**src/rtl/ascon_pack.sv**
```systemverilog
// Shared Ascon constants plus the input block assembler's word/count sizes and FSM state type.
package ascon_pack;

    localparam int BLOCK_WIDTH     = 128;
    localparam int PAD_NO          = BLOCK_WIDTH / 8;
    localparam int PAD_AW          = $clog2(PAD_NO);
    localparam int WORD_WIDTH      = 32;
    localparam int WORDS_PER_BLOCK = BLOCK_WIDTH / WORD_WIDTH;
    localparam int WORD_BYTES      = WORD_WIDTH / 8;
    localparam int CNT_W           = $clog2(PAD_NO + 1);

    typedef enum logic [1:0] {
        FILL    = 2'd0,
        OUT     = 2'd1,
        OUT_PAD = 2'd2
    } asm_state_t;

endpackage

```
**src/rtl/ascon_input_pad.sv**
```systemverilog
// Ascon padding of a partial block: byte idx_i becomes 0x01 and every byte above it is zeroed.
module ascon_input_pad
    import ascon_pack::*;
(
    input  logic [BLOCK_WIDTH-1:0] blk_i,
    input  logic [PAD_AW-1:0]      idx_i,
    output logic [BLOCK_WIDTH-1:0] blk_o
);

    always_comb begin
        blk_o = blk_i;
        for (int i = 0; i < PAD_NO; i++) begin
            if (PAD_AW'(i) == idx_i) begin
                blk_o[8*i +: 8] = 8'h01;
            end else if (PAD_AW'(i) > idx_i) begin
                blk_o[8*i +: 8] = 8'h00;
            end
        end
    end

endmodule

```
**src/rtl/ascon_block_assembler.sv**
```systemverilog
// Packs 32-bit words into 128-bit little-endian blocks for the Ascon absorb stage.
// Define ASCON_ASM_PAD_EN for Ascon padding; undefined gives raw zero-filled blocks (key/nonce/tag).
module ascon_block_assembler
    import ascon_pack::*;
(
    input  logic                   clk_i,
    input  logic                   rst_i,
    input  logic                   wd_valid_i,
    output logic                   wd_ready_o,
    input  logic [WORD_WIDTH-1:0]  wd_data_i,
    input  logic [2:0]             wd_bytes_i,
    input  logic                   wd_last_i,
    output logic                   blk_valid_o,
    input  logic                   blk_ready_i,
    output logic [BLOCK_WIDTH-1:0] blk_data_o,
    output logic [PAD_AW-1:0]      blk_pad_idx_o,
    output logic                   blk_padded_o,
    output logic                   blk_last_o
);

    asm_state_t             state_q, state_d;
    logic [CNT_W-1:0]       cnt_q, cnt_d;
    logic [BLOCK_WIDTH-1:0] buf_q, buf_d;
    logic                   valid_q, valid_d;
    logic                   last_q, last_d;

    logic [2:0]             nbytes;
    logic [CNT_W-1:0]       cnt_new;
    logic [BLOCK_WIDTH-1:0] merged;
    logic                   done;
    logic                   clear;

`ifdef ASCON_ASM_PAD_EN
    logic [BLOCK_WIDTH-1:0] padded_blk;
    logic                   pad_q, pad_d;
    logic                   pend_q, pend_d;
    logic [PAD_AW-1:0]      idx_q, idx_d;

    ascon_input_pad u_pad (
        .blk_i (merged),
        .idx_i (cnt_new[PAD_AW-1:0]),
        .blk_o (padded_blk)
    );
`endif

    // Only a final word may be short, so every word lands on a word-aligned offset.
    always_comb begin
        nbytes = 3'd4;
        if (wd_last_i && (wd_bytes_i < 3'd4)) begin
            nbytes = wd_bytes_i;
        end
        cnt_new = cnt_q + CNT_W'(nbytes);
        done    = wd_last_i || (cnt_new == CNT_W'(PAD_NO));
        merged  = buf_q;
        for (int k = 0; k < WORD_BYTES; k++) begin
            if (3'(k) < nbytes) begin
                merged[{cnt_q[3:2], 2'(k), 3'b000} +: 8] = wd_data_i[8*k +: 8];
            end
        end
    end

    // NOTE: every _d gets a hold value first so no path through the case infers a latch.
    always_comb begin
        state_d = state_q;
        cnt_d   = cnt_q;
        buf_d   = buf_q;
        valid_d = valid_q;
        last_d  = last_q;
        clear   = 1'b0;
`ifdef ASCON_ASM_PAD_EN
        pad_d   = pad_q;
        idx_d   = idx_q;
        pend_d  = pend_q;
`endif
        case (state_q)
            FILL: begin
                if (wd_valid_i) begin
                    buf_d = merged;
                    cnt_d = cnt_new;
                    if (done) begin
                        state_d = OUT;
                        valid_d = 1'b1;
`ifdef ASCON_ASM_PAD_EN
                        if (cnt_new == CNT_W'(PAD_NO)) begin
                            pend_d = wd_last_i;
                            last_d = 1'b0;
                        end else begin
                            buf_d  = padded_blk;
                            pad_d  = 1'b1;
                            idx_d  = cnt_new[PAD_AW-1:0];
                            last_d = 1'b1;
                        end
`else
                        last_d = wd_last_i;
`endif
                    end
                end
            end
            OUT: begin
                if (blk_ready_i) begin
                    clear = 1'b1;
`ifdef ASCON_ASM_PAD_EN
                    // A message that filled its last block exactly still owes a pad-only block.
                    if (pend_q) begin
                        clear   = 1'b0;
                        state_d = OUT_PAD;
                        buf_d   = BLOCK_WIDTH'(1);
                        pad_d   = 1'b1;
                        idx_d   = '0;
                        last_d  = 1'b1;
                        pend_d  = 1'b0;
                    end
`endif
                end
            end
            OUT_PAD: begin
                if (blk_ready_i) begin
                    clear = 1'b1;
                end
            end
            default: clear = 1'b1;
        endcase

        if (clear) begin
            state_d = FILL;
            cnt_d   = '0;
            buf_d   = '0;
            valid_d = 1'b0;
            last_d  = 1'b0;
`ifdef ASCON_ASM_PAD_EN
            pad_d   = 1'b0;
            idx_d   = '0;
            pend_d  = 1'b0;
`endif
        end
    end

    // NOTE: state registers use non-blocking assignments so all flops update together at the edge.
    always_ff @(posedge clk_i or posedge rst_i) begin
        if (rst_i) begin
            state_q <= FILL;
            cnt_q   <= '0;
            buf_q   <= '0;
            valid_q <= 1'b0;
            last_q  <= 1'b0;
`ifdef ASCON_ASM_PAD_EN
            pad_q   <= 1'b0;
            idx_q   <= '0;
            pend_q  <= 1'b0;
`endif
        end else begin
            state_q <= state_d;
            cnt_q   <= cnt_d;
            buf_q   <= buf_d;
            valid_q <= valid_d;
            last_q  <= last_d;
`ifdef ASCON_ASM_PAD_EN
            pad_q   <= pad_d;
            idx_q   <= idx_d;
            pend_q  <= pend_d;
`endif
        end
    end

    assign wd_ready_o  = (state_q == FILL);
    assign blk_valid_o = valid_q;
    assign blk_data_o  = buf_q;
    assign blk_last_o  = last_q;
`ifdef ASCON_ASM_PAD_EN
    assign blk_padded_o  = pad_q;
    assign blk_pad_idx_o = idx_q;
`else
    assign blk_padded_o  = 1'b0;
    assign blk_pad_idx_o = '0;
`endif

endmodule
```
**config.mk**
```make
export PLATFORM = sky130hd
export DESIGN_NAME = ascon_block_assembler
export DESIGN_NICKNAME = d
export VERILOG_FILES = /design/src/rtl/ascon_pack.sv /design/src/rtl/ascon_input_pad.sv /design/src/rtl/ascon_block_assembler.sv
export SDC_FILE = /design/constraint.sdc
export NUM_CORES = 1
export LEC_CHECK = 0
export CAP_MARGIN = 20
export CORE_MARGIN = 3
export CORE_UTILIZATION = 50
export DETAILED_ROUTE_END_ITERATION = 10
export HOLD_SLACK_MARGIN = 0.15
export PLACE_DENSITY = 0.83
export SLEW_MARGIN = 20
export SYNTH_ARGS = -nofsm -noshare
export SYNTH_HDL_FRONTEND = slang
export SYNTH_HIERARCHICAL = 1
export SYNTH_SLANG_ARGS = --single-unit
```
**constraint.sdc**
```tcl
create_clock -name clk_i -period 6.4 [get_ports clk_i]
set_clock_uncertainty 0.1 [all_clocks]
set_input_delay 0.96 -clock clk_i [delete_from_list [all_inputs] [get_ports clk_i]]
set_output_delay 0.96 -clock clk_i [all_outputs]
set_load 0.02 [all_outputs]
```
==> run metrics <==
via count 4539; CTS tree yes; Hold Vio Cnt, Final 0; worst hold stages 2; GRT Util Overall 27.8%; Final #Nets 657; Layout Area Growth over Synthesis 45.7%; register area share after synthesis 62.6%; slowest CP cell clkdlybuf4s50_1; Die Wd 110 um; CP endpoint kind register; post-CTS setup buffers 0; Post-synth ARST share 100%; setup_tns 0 ns; 1st-iter DRT viols 345; cell chain of the critical path clkdlybuf4s50_1, nor2b_1, and2_1, ha_1, ha_1, or3_1, a311o_1, a2111oi_2, o21ai_0; Register-to-Register Path Depth 6; Placer Congestion 0.951; Fillers 685; hold_sp blk_data_o[20]$_DFFE_PP0P_; Crit path top cell by count ha_1; Min-Delay Path Class reg2reg; hold-fix buffers at CTS 0; Resized Gates After CTS 0; Wirelength per Cell 21.8 um; cells after synthesis 428; drt pass-1 iters 5; cell at the root of the clock tree clkbuf_8; synth warn 6; GRT busiest layer met2; RR Startpoint cnt_q[3]$_DFFE_PP0P_; Post-synth EDFFs 0; Avg Vias per Cell 6.00; Req. time, crit path 6.68 ns; hold path endpoint blk_data_o[20]$_DFFE_PP0P_; unrepaired setup endpoints after global routing no; max incr delay on CP 0.54 ns; Die Footprint 12100 um2; CTS clock-pin slew for the worst setup and hold paths 0.06 ns; end of the worst register-to-register path blk_data_o[23]$_DFFE_PP0P_; core area 10400 um2; Peak VDD IR 234 uV; initial core utilization 51.8%; share of post-route cells with drive strength above 1 7.73%; LEAKAGE 3.49 nW; M2 GR Usage 46.2%; CTS HTree Levels 4; Port Buffers 170; Pins Over Slew Limit 0; CP startpoint kind input pin; ANT cells 0; met3 Usage GRT 5.99%; Final Util 75.5%; total clock sinks 135; CP max FO 6; post-route ant nets 0; Inserted Clock Buffers 17; Overflow after GRT 0; vias in the first global route 4635; final period utilization 53.9%; detailed placement HPWL 11.0 mm; most frequent cells in the layout 170 x clkdlybuf4s50_1, 135 x dfrtp_1, 98 x a22o_1, 59 x nand2_1, 37 x o21ai_0; final setup vio count 0; largest net degree at the start of global routing 70; CTS Buffer Depth 2; PD cells 435 nW/um2; CP arrival 3.73 ns; initial antenna violation count 0; most common cell after layout, fill and taps aside clkdlybuf4s50_1; Core Rows 37; drc violations 0; Post-Route WL 16.5 mm; first-pass GRT wire length 25.2 mm; IO Pins 176; Top delay family on crit path simple AND/OR/NAND/NOR gates; Mapped Avg Cell Area 12.6 um2; status complete, no violations; Slew HR 37.1%; Synth Flop Type dfrtp_1; Crit. Startpoint wd_last_i; Tmin final 3.45 ns; fmax 290 MHz; r2r setup slk 3.46 ns; post-synth cell types 46; routing usage on met1 34.8%; Bufs and invs on worst path 1; Clk Latency, worst-skew pair 0.51 ns; Yosys reg bits 135; Crit Path Category in2reg; Worst-Margin Slew 0.939 ns; synthesized area 5400 um2; MaxCap Viol Count 0; Die H 110 um
[Yosys cell counts (2+ instances only)]
master,number,area [um2]
dfrtp_1,135,3380
a22o_1,98,858
nand2_1,59,221
o21ai_0,37,185
nor2_1,10,37.5
inv_1,9,33.8
a31oi_1,8,50.1
ha_1,8,100
a21oi_1,6,30.0
buf_4,6,45.0
a31oi_4,4,85.1
nand3_1,4,20.0
buf_2,3,15.0
clkbuf_1,3,11.3
nand2b_1,3,18.8
a211oi_1,2,15.0
mux2i_1,2,20.0
nor2b_1,2,12.5
nor3_2,2,20.0
[flip-flops by register name, summed over array words and instances (netlist names)]
name         cells
blk_data_o     128
cnt_q            5
blk_last_o       1
blk_valid_o      1
[cell type report]
type	instances	area (um2)	area share (%)
tap	136	170	2.16
multi-input combinational	274	1920	24.4
timing repair buffer	172	1720	21.8
clock buffer	20	445	5.67
sequential	135	3380	43.0
clock inverter	11	198	2.52
inverter	9	36.3	0.462
[logic make-up (layout without fill, tap and decap cells)]
kind of cell / count (synthesis) / after routing / share of synthesized area (%)
simple gates: 95 / 95 / 8.60
xor+xnor: 2 / 2 / 0.325
flops: 135 / 135 / 62.6
other cells: 1 / 5 / 0.0695
buf+inv: 23 / 212 / 2.23
compound gates: 162 / 162 / 24.0
mux: 2 / 2 / 0.371
fa+ha+maj: 8 / 8 / 1.85
[through the flow]
step,std cells,setup slack (ns),instance area [um2],power [mW],hold WS [ns]
after floorplan,432,1.73,5410,1.80,0.373
after global placement,726,2.57,7220,2.31,0.363
after detailed placement,726,2.44,7220,2.35,0.372
after CTS,757,2.98,7860,3.43,0.385
after global routing,757,2.73,7860,3.55,0.406
final,757,2.95,7860,3.42,0.383
[per-layer routing]
metal,vias up,wire length [um]
met5,-,0
met1,2280,6270
li1,1968,-
met4,0,493
met3,42,1220
met2,249,8510
[worst reg2reg max path: cells and delay by family (launching register included)]
family                     cells  cell delay, ns
AOI/OAI and AO/OA              1            0.28
adders and majority gates      1            0.43
buffers and inverters          1            0.30
DFF                            1            0.58
and+or+nand+nor                3            1.15
[power by group]
part           internal, mW  switching (mW)  total (mW)
Clock                 0.693           0.370        1.06
Combinational         0.515           0.650        1.17
Sequential             1.04           0.151        1.19
[how the worst max path moves through the flow]
| stage | slack [ns] | endpoint | depth (start not counted) |
|---|---|---|---|
| after global placement | 2.57 | blk_last_o$_DFFE_PP0P_ | 9 |
| final | 2.95 | blk_last_o$_DFFE_PP0P_ | 9 |
| after global routing | 2.73 | blk_last_o$_DFFE_PP0P_ | 10 |
| after detailed placement | 2.44 | blk_last_o$_DFFE_PP0P_ | 9 |
| after floorplan | 1.73 | blk_data_o[0]$_DFFE_PP0P_ | 1 |
| after CTS | 2.98 | blk_last_o$_DFFE_PP0P_ | 9 |
No activity file was read; power rests on OpenSTA's default activity.
